==> src/rtl/seven_seg_scanner.sv <==
// ---------------------------------------------------------------------------
// seven_seg_scanner
//
// Time-multiplexed driver for a bank of seven-segment digits. The digit
// selects are scanned from digit 0 (rightmost) upwards. Each digit is lit for
// REFRESH_DIV cycles, followed by BLANK_CYCLES cycles with everything off to
// hide ghosting. The digit values, decimal points and the leading-zero flag
// are sampled once per frame, so a frame never mixes old and new values.
//
// Parameters
//   NUM_DIGITS   : number of multiplexed digits (2..8)
//   REFRESH_DIV  : clk cycles each digit is lit (>= 2)
//   BLANK_CYCLES : all-off cycles between digits (0 = no gap)
//   ACTIVE_LOW   : 1 = an/seg/dp driven active-low (common anode)
//
// Ports
//   clk        : clock, rising edge
//   rst        : asynchronous active-high reset
//   enable     : scanning runs while high; low forces idle with outputs off
//   digits     : digit i value at [4i+3:4i], digit 0 rightmost
//   dp_in      : decimal-point request per digit
//   blank_zero : suppress leading zeros (digit 0 always shown)
//   an         : registered one-hot digit select
//   seg        : registered segment pattern {g,f,e,d,c,b,a}
//   dp         : registered decimal-point segment
//   frame_tick : registered one-cycle pulse (always active-high) that
//                coincides with the first lit cycle of digit 0 of a frame
// ---------------------------------------------------------------------------
module seven_seg_scanner #(
  parameter int NUM_DIGITS   = 4,
  parameter int REFRESH_DIV  = 100000,
  parameter int BLANK_CYCLES = 16,
  parameter bit ACTIVE_LOW   = 1'b1
) (
  input  logic                    clk,
  input  logic                    rst,
  input  logic                    enable,
  input  logic [4*NUM_DIGITS-1:0] digits,
  input  logic [NUM_DIGITS-1:0]   dp_in,
  input  logic                    blank_zero,
  output logic [NUM_DIGITS-1:0]   an,
  output logic [6:0]              seg,
  output logic                    dp,
  output logic                    frame_tick
);

  // The cycle counter is shared between SHOW and GAP, so it is sized for
  // whichever dwell is longer.
  localparam int CNT_MAX = (REFRESH_DIV > BLANK_CYCLES) ? REFRESH_DIV : BLANK_CYCLES;
  localparam int CNT_W   = (CNT_MAX > 2) ? $clog2(CNT_MAX) : 1;
  localparam int IDX_W   = $clog2(NUM_DIGITS);

  localparam logic [CNT_W-1:0] SHOW_LAST = CNT_W'(REFRESH_DIV - 1);
  // Never used when BLANK_CYCLES is 0 (GAP is unreachable), kept legal anyway.
  localparam logic [CNT_W-1:0] GAP_LAST  = CNT_W'((BLANK_CYCLES > 0) ? BLANK_CYCLES - 1 : 0);
  localparam logic [IDX_W-1:0] IDX_LAST  = IDX_W'(NUM_DIGITS - 1);

  // Inactive levels of the display outputs for the chosen polarity.
  localparam logic [NUM_DIGITS-1:0] AN_OFF  = {NUM_DIGITS{ACTIVE_LOW}};
  localparam logic [6:0]            SEG_OFF = {7{ACTIVE_LOW}};
  localparam logic                  DP_OFF  = ACTIVE_LOW;

  typedef enum logic [1:0] {
    IDLE = 2'd0,
    SHOW = 2'd1,
    GAP  = 2'd2
  } state_t;

  // -------------------------------------------------------------------------
  // State, counters and the per-frame snapshot
  // -------------------------------------------------------------------------
  state_t                  state_q, state_d;
  logic [CNT_W-1:0]        cnt_q, cnt_d;
  logic [IDX_W-1:0]        idx_q, idx_d;
  logic [4*NUM_DIGITS-1:0] snap_digits_q;
  logic [NUM_DIGITS-1:0]   snap_dp_q;
  logic                    snap_blank_q;
  logic                    load_snap;
  logic                    advance;

  // Registered outputs and their next values.
  logic [NUM_DIGITS-1:0]   an_q, an_d;
  logic [6:0]              seg_q, seg_d;
  logic                    dp_q, dp_d;
  logic                    tick_q, tick_d;

  // -------------------------------------------------------------------------
  // Segment decoder, active-high, bit order {g,f,e,d,c,b,a}
  // -------------------------------------------------------------------------
  function automatic logic [6:0] seg_decode(input logic [3:0] val);
    logic [6:0] pat;
    case (val)
      4'h0:    pat = 7'h3F;
      4'h1:    pat = 7'h06;
      4'h2:    pat = 7'h5B;
      4'h3:    pat = 7'h4F;
      4'h4:    pat = 7'h66;
      4'h5:    pat = 7'h6D;
      4'h6:    pat = 7'h7D;
      4'h7:    pat = 7'h07;
      4'h8:    pat = 7'h7F;
      4'h9:    pat = 7'h6F;
      4'hA:    pat = 7'h77;
      4'hB:    pat = 7'h7C;
      4'hC:    pat = 7'h39;
      4'hD:    pat = 7'h5E;
      4'hE:    pat = 7'h79;
      default: pat = 7'h71;
    endcase
    return pat;
  endfunction

  // -------------------------------------------------------------------------
  // Process 1: state register (also holds counter, index and snapshot)
  // -------------------------------------------------------------------------
  always_ff @(posedge clk or posedge rst) begin
    if (rst) begin
      state_q       <= IDLE;
      cnt_q         <= '0;
      idx_q         <= '0;
      snap_digits_q <= '0;
      snap_dp_q     <= '0;
      snap_blank_q  <= 1'b0;
    end else begin
      state_q <= state_d;
      cnt_q   <= cnt_d;
      idx_q   <= idx_d;
      // The snapshot only moves at a frame boundary, so the digits shown in
      // one frame always come from the same sample of the inputs.
      if (load_snap) begin
        snap_digits_q <= digits;
        snap_dp_q     <= dp_in;
        snap_blank_q  <= blank_zero;
      end
    end
  end

  // -------------------------------------------------------------------------
  // Process 2: next-state logic
  // -------------------------------------------------------------------------
  always_comb begin
    state_d   = state_q;
    cnt_d     = cnt_q;
    idx_d     = idx_q;
    load_snap = 1'b0;
    advance   = 1'b0;

    if (!enable) begin
      // Dropping enable parks the scanner from any state.
      state_d = IDLE;
      cnt_d   = '0;
      idx_d   = '0;
    end else begin
      unique case (state_q)
        IDLE: begin
          state_d   = SHOW;
          cnt_d     = '0;
          idx_d     = '0;
          load_snap = 1'b1;
        end

        SHOW: begin
          if (cnt_q == SHOW_LAST) begin
            cnt_d = '0;
            if (BLANK_CYCLES == 0) begin
              advance = 1'b1;       // stay in SHOW, move to the next digit
            end else begin
              state_d = GAP;
            end
          end else begin
            cnt_d = cnt_q + 1'b1;
          end
        end

        GAP: begin
          if (cnt_q == GAP_LAST) begin
            cnt_d   = '0;
            state_d = SHOW;
            advance = 1'b1;
          end else begin
            cnt_d = cnt_q + 1'b1;
          end
        end

        default: begin
          state_d = IDLE;
          cnt_d   = '0;
          idx_d   = '0;
        end
      endcase

      // Stepping past the last digit starts a new frame and resamples inputs.
      if (advance) begin
        if (idx_q == IDX_LAST) begin
          idx_d     = '0;
          load_snap = 1'b1;
        end else begin
          idx_d = idx_q + 1'b1;
        end
      end
    end
  end

  // -------------------------------------------------------------------------
  // Leading-zero detection on the snapshot. upper_zero[i] is set when digits
  // i..NUM_DIGITS-1 are all zero. Built as a descending loop rather than a
  // self-referencing vector so the chain stays a plain combinational cone.
  // -------------------------------------------------------------------------
  logic [NUM_DIGITS-1:0] upper_zero;
  logic [NUM_DIGITS-1:0] suppress;

  always_comb begin
    logic zero_run;
    zero_run   = 1'b1;
    upper_zero = '0;
    for (int i = NUM_DIGITS - 1; i >= 0; i--) begin
      zero_run      = zero_run && (snap_digits_q[4*i +: 4] == 4'd0);
      upper_zero[i] = zero_run;
    end
  end

  // Digit 0 is never suppressed so an all-zero value still shows "0".
  for (genvar gi = 0; gi < NUM_DIGITS; gi++) begin : g_suppress
    if (gi == 0) begin : g_units
      assign suppress[gi] = 1'b0;
    end else begin : g_upper
      assign suppress[gi] = snap_blank_q && upper_zero[gi];
    end
  end

  // -------------------------------------------------------------------------
  // Process 3: output logic (next values of the registered outputs)
  // -------------------------------------------------------------------------
  logic                  show_on;
  logic [NUM_DIGITS-1:0] an_hi;
  logic [3:0]            cur_digit;
  logic                  cur_suppress;
  logic                  cur_dp;

  // Gating with enable turns the display off on the same edge that parks the
  // FSM, instead of showing one more stale lit cycle.
  assign show_on = enable && (state_q == SHOW);

  for (genvar gi = 0; gi < NUM_DIGITS; gi++) begin : g_anode
    assign an_hi[gi] = show_on && (idx_q == IDX_W'(gi));
  end

  assign cur_digit    = snap_digits_q[{idx_q, 2'b00} +: 4];
  assign cur_suppress = suppress[idx_q];
  assign cur_dp       = snap_dp_q[idx_q];

  always_comb begin
    an_d   = an_hi ^ AN_OFF;
    seg_d  = SEG_OFF;
    dp_d   = DP_OFF;
    // idx 0 with cnt 0 occurs exactly once per frame, so this marks the first
    // lit cycle of every frame, lined up with the registered digit outputs.
    tick_d = show_on && (idx_q == '0) && (cnt_q == '0);
    if (show_on) begin
      seg_d = (cur_suppress ? 7'h00 : seg_decode(cur_digit)) ^ SEG_OFF;
      dp_d  = cur_dp ^ DP_OFF;
    end
  end

  always_ff @(posedge clk or posedge rst) begin
    if (rst) begin
      an_q   <= AN_OFF;
      seg_q  <= SEG_OFF;
      dp_q   <= DP_OFF;
      tick_q <= 1'b0;
    end else begin
      an_q   <= an_d;
      seg_q  <= seg_d;
      dp_q   <= dp_d;
      tick_q <= tick_d;
    end
  end

  assign an         = an_q;
  assign seg        = seg_q;
  assign dp         = dp_q;
  assign frame_tick = tick_q;

endmodule

==> config.mk <==
export PLATFORM = sky130hd
export DESIGN_NAME = seven_seg_scanner
export DESIGN_NICKNAME = d
export VERILOG_FILES = /design/src/rtl/seven_seg_scanner.sv
export SDC_FILE = /design/constraint.sdc
export NUM_CORES = 1
export LEC_CHECK = 0
export BUFFER_PORTS_ARGS = -buffer_cell sky130_fd_sc_hd__buf_2
export CORE_MARGIN = 1.5
export CORE_UTILIZATION = 60
export CTS_CLUSTER_SIZE = 12
export DETAILED_ROUTE_END_ITERATION = 10
export PLACE_DENSITY_LB_ADDON = 0.2
export SYNTH_ARGS = -nofsm -noshare
export SYNTH_HDL_FRONTEND = slang
export SYNTH_SLANG_ARGS = --single-unit
==> constraint.sdc <==
create_clock -name clk -period 5.65 [get_ports clk]
set_input_delay 0.565 -clock clk [delete_from_list [all_inputs] [get_ports clk]]
set_output_delay 0.565 -clock clk [all_outputs]
set_load 0.005 [all_outputs]
# Word-level counts from Yosys, hierarchy flattened
# Memory sizes are Yosys's and may differ from the RTL's.
# Index checks and enable logic that the tools add are counted.
[op_classes] n_addsub=2 n_lt_le_gt_ge=1 eq_ne=10 shifts=1 n_mux=27 bitwise_logic=3 reduce_logical=19
[ops] op="two-way mux 17 bit" n=3
[ops] op="case mux 17 bit (2 select lines)" n=1
[ops] op="two-way mux 7 bit" n=3
[ops] op="adder 17 x 1 -> 17 bit (second input constant)" n=1
[ops] op="== test 17 bit (second input constant)" n=1
[ops] op="== test 17 x 4 -> 1 bit (second input constant)" n=1
[ops] op="logical NOT 17 bit" n=1
[ops] op="variable part select 16 x 5 -> 4 bit" n=1
[ops] op="two-way mux 2 bit" n=7
[ops] op="logical NOT 4 bit" n=3
[ops] op="logical AND 1 bit" n=11
[ops] op="two-way mux 1 bit" n=10
[ops] op="NOT 7 bit" n=1
[ops] op="== test 2 bit (second input constant)" n=3
[ops] op="inequality test 3 bit (second input constant)" n=2
[ops] op="case mux 2 bit (3 select lines)" n=1
[ops] op="binary-select mux 1 bit (select 2 bit)" n=2
[ops] op="== test 2 x 1 -> 1 bit (second input constant)" n=2
[ops] op="logical NOT 2 bit" n=2
[ops] op="NOT 4 bit" n=1
[ops] op="< comparator 2 x 3 -> 1 bit (second input constant)" n=1
[ops] op="inequality test 3 x 2 -> 1 bit (second input constant)" n=1
[ops] op="adder 2 x 1 -> 2 bit (second input constant)" n=1
[ops] op="AND reduction 2 bit" n=1
[ops] op="other kinds (2)" n=2
[word_totals] reg_bits=55 romBits=112 input_bits=24 wordCells=74 memories=1
[mem_list] memory="(name not given)" words=16 word_bits=7 rd=1 rd_ports_with_merged_regs=0 wr=0 line="92" text="case (val)"

# Longest topological paths before layout
[logic_depth] ltp_word=9 mapped_depth=8 ltp_nobuf=7

# Least setup slack after synthesis
# No wires, ideal clock.
[synth_path] path_kind="register -> register" startpoint="register idx_q[0]" endpoint="register seg_q[3] (netlist: seg[3])" setup_time_ns=0.079 arrival_time_ns=1.832 t_required_ns=5.571 path_slack_ns=3.739 stages_incl_launch_ff=8 period_less_slack_ns=1.911 path_cell_list="dfrtp_1 buf_2 mux4_2 inv_1 ha_1 nor2_1 a211oi_1 o21ai_0"
[synth_between] elab_chain_cells=6 word_cells_on_any_way=8
[synth_rtl] element="start: declaration" line="74" text="logic [IDX_W-1:0] idx_q, idx_d;"
[synth_rtl] element="start signal: assignment" line="127" text="idx_q <= idx_d;"
[synth_rtl] element="variable part select 16 x 5 -> 4 bit" line="248" text="assign cur_digit = snap_digits_q[{idx_q, 2'b00} +: 4];"
[synth_rtl] element="memory read (16 x 7 bit)"
[synth_rtl] element="two-way mux 7 bit" line="259" text="if (show_on) begin"
[synth_rtl] element="two-way mux 7 bit (*)" line="260" text="seg_d = (cur_suppress ? 7'h00 : seg_decode(cur_digit)) ^ SEG_OFF;"
[synth_rtl] element="NOT 7 bit (no source line) (*)"
[synth_rtl] element="two-way mux 7 bit (*)" line="259"
[synth_rtl] element="named net seg_d[3]" line="83" text="logic [6:0] seg_q, seg_d;"
[synth_rtl] element="end signal: assignment" line="273" text="seg_q <= seg_d;"
[synth_rtl] element="end: declaration" line="83"
# Mark *: on every way through the listed nets, which the timed path passes. The rest lies on a longest branch. The select of a mux whose other input is x is not followed.
# A chain may end at the register's enable or synchronous reset.

# Worst setup path in the final report
[layout_path] startpoint="register cnt_q[0]" endpoint="register cnt_q[8]"
[layout_between] elab_chain_cells=4 word_cells_on_any_way=7
[layout_rtl] element="start: declaration" line="73" text="logic [CNT_W-1:0] cnt_q, cnt_d;"
[layout_rtl] element="start signal: assignment" line="126" text="cnt_q <= cnt_d;"
[layout_rtl] element="adder 17 x 1 -> 17 bit (tied with other cells)" line="171, 181"
[layout_rtl] element="two-way mux 17 bit, on equally long branches" line="176, 163"
[layout_rtl] element="case mux 17 bit (2 select lines) (*)" line="154" text="unique case (state_q)"
[layout_rtl] element="two-way mux 17 bit (*)" line="148" text="if (!enable) begin"
[layout_rtl] element="named net cnt_d[8]" line="73"
# Mark *: on every way through the listed nets, which the timed path passes. The rest lies on a longest branch.

==> qor.yml <==
status: "complete, no violations"
crit_required_ns: 5.82
clkTransAtPathRegs_ns: 0.10
worstSkewPairLatency_ns: 0.31
diodes: 0
critPathLaunch: "cnt_q[0]"
place_hpwl_um: 3800
seq_area_frac_synth_pct: 48.1
setup_viol: 0
end_kind: "register"
syn2layout_area_growth_pct: 12.2
fillers: 354
ys_warn_count: 0
cts_made_buffers: 5
synth_cell_types: 44
timing.slew.headroom_pct: 54.0
leakage_uw: 0.00144
avgViaCountPerCell: 5.59
worst_r2r_endpoint: "cnt_q[8]"
first_global_vias: 1864
first_pass_iters: 4
cts_hold_buf: 0
fmax_ghz: 0.464
drt-total-wl_um: 5240
drtAntennaViolNets: 0
drv_cap: 0
final_area_mm2: 0.00324
grt_pass1_wl_um: 8970
reg2reg_depth: 6
grt.overflow.total: 0
h-tree-depth: 2
syn_inst: 247
worst-endpoint-arrival_ns: 2.33
hold_viol: 0
drt_iter0_drc: 108
layout_min_cycle_time_ns: 2.16
floorplan.initialDensity_pct: 61.6
fp.dieH_um: 72.4
dieArea_mm2: 0.00524
io_pins: 37
post_cts_resize_count: 0
numPortBuffers: 36
syn_nets: 287
wl_per_cell_um: 15.4
synth_edf_count: 0
layout-drive-gt1-share_pct: 32.1
p_per_area_mw_per_mm2: 412
synth_ff_type: "dfrtp_1"
hold_class: "in2async"
finalSetupTns_ns: 0
grt_max_degree: 56
nNetsFinal: 326
r2r_start: "cnt_q[0]"
synth_seq_cells: 55
post_cts_buffers: 0
core_mm2: 0.00469
cp-endpoint: "cnt_q[8]"
drc_errors: 0
cts_tree: "done"
ir_drop_mv: 0.240
rsz0062_at_grt: "no"
routed-via-count: 1907
gp_congestion: 0.794
post_dp_cell_area_mm2: 0.00311
fin_skew_ns: 0.00946
num_rows: 25
cts_num_sinks: 55
tightestPinTransition_ns: 0.686
antenna_found_initial: 0
die_w_um: 72.4
clockBufferDepth: 2
grt.total_usage_pct: 22.3
crit_type: "reg2reg"
synth_area_mm2: 0.00289
syn_area_per_cell_um2: 11.7
drv_slew: 0
synth-async-reset-ratio_pct: 100
path_max_fanout: 16
root_buffer: "clkbuf_8"
r2r_setup_slack_ns: 3.49
critPathLaunchType: "register"
finalCritPeriodShare_pct: 38.2
==> worst max-delay path: stages (launching register included) <==
cell and delay [ns]:
dfrtp_1 0.43, ha_1 0.24, and3_1 0.25, nand3_1 0.12
o31ai_1 0.38, a21bo_1 0.50, nor2_1 0.11
==> how the worst min path moves through the flow <==
stage,from,to,cells after the start
CTS,rst,snap_digits_q[1],3
detailed placement,snap_digits_q[3],snap_digits_q[3],1
finish,rst,idx_q[0],3
global placement,snap_dp_q[1],snap_dp_q[1],1
global route,digits[12],snap_digits_q[12],2
floorplan,snap_dp_q[2],snap_dp_q[2],1
==> flip-flops by register name (all words and copies together) (netlist names), 2 cells and up <==
name and flops:
cnt_q 17, snap_digits_q 16, seg 7, an 4, snap_dp_q 4, idx_q 2
state_q 2
==> per-stage QoR <==
step / instances / util, % / total power (uW) / setup slack [ns] / hold WS [ns]
5_1_grt: 341 / 69.1 / 1420 / 3.28 / 0.465
6_report: 341 / 69.1 / 1340 / 3.49 / 0.435
4_1_cts: 341 / 69.1 / 1350 / 3.49 / 0.455
3_3_place_gp: 333 / 66.3 / 1030 / 3.58 / 0.496
3_5_place_dp: 333 / 66.3 / 1050 / 3.52 / 0.494
2_1_floorplan: 247 / - / 937 / 3.74 / 0.476
==> power breakdown <==
part / total [uW] / switching (uW) / internal, uW
Sequential: 583 / 76.4 / 507
Clock: 300 / 123 / 177
Combinational: 454 / 210 / 245
==> synth_stat cells, types with 2 or more instances <==
master    number  area (um^2)
xor2_1         5         43.8
o21ai_0        4         20.0
or3_1          3         18.8
o211ai_1       2         15.0
nor4_2         2         25.0
mux2i_1        4         40.0
and3_1         4         25.0
buf_6          2         22.5
nand3_1       10         50.1
nand2_1       22         82.6
mux4_2         5          113
nand4_1        3         18.8
nor4_1         3         18.8
nor3_1         6         30.0
inv_1         16         60.1
a21oi_1        3         15.0
dfrtp_1       43         1080
nand2b_1       2         12.5
or2_1          2         12.5
and2_1         2         12.5
buf_2          2         10.0
nor2_1        24         90.1
a211oi_1       2         15.0
mux2_4        20          300
xnor2_1        9         78.8
o221ai_1       3         26.3
ha_1          16          200
dfstp_2       12          315
==> per-layer routing <==
layer / routed length (um) / vias up / global-route usage [%] / part of all wire [%]
li1: - / 930 / - / -
met3: 162 / 8 / 4.31 / 3.1
met4: 81 / 0 / 7.34 / 1.5
met5: 0 / - / 0 / 0
met1: 2580 / 931 / 32.4 / 49
met2: 2410 / 38 / 34.1 / 46
==> placed cells by master (no fill, tap or decap), types with 3 or more instances in the layout <==
cell / count
a21oi_1: 3
and3_1: 4
buf_2: 36
clkbuf_8: 5
dfrtp_1: 43
dfstp_2: 12
ha_1: 16
inv_1: 15
mux2_4: 20
mux2i_1: 4
mux4_2: 5
nand2_1: 22
nand3_1: 10
nand4_1: 3
nor2_1: 24
nor3_1: 6
nor4_1: 3
o21ai_0: 4
o221ai_1: 3
or3_1: 3
xnor2_1: 9
xor2_1: 5
==> area by class of cell <==
type	instances	area (um^2)	area share [%]
clock buffer	6	72.6	2.24
tap	54	67.6	2.08
sequential	55	1390	42.9
inverter	16	60.1	1.85
clock inverter	2	60.1	1.85
multi-input combinational	170	1400	43.0
timing repair buffer	38	195	6.02
==> cells by family after synthesis <==
| logic type | after synthesis | synth area share [%] |
|---|---|---|
| XOR/XNOR | 14 | 4.24 |
| AO/OA/AOI/OAI | 22 | 5.33 |
| adder cells (fa/ha/maj) | 16 | 6.93 |
| buffers and inverters | 22 | 3.59 |
| AND/OR/NAND/NOR | 88 | 15.7 |
| flip-flops | 55 | 48.1 |
| multiplexers | 30 | 16.1 |
(Power assumes the default switching activity.)
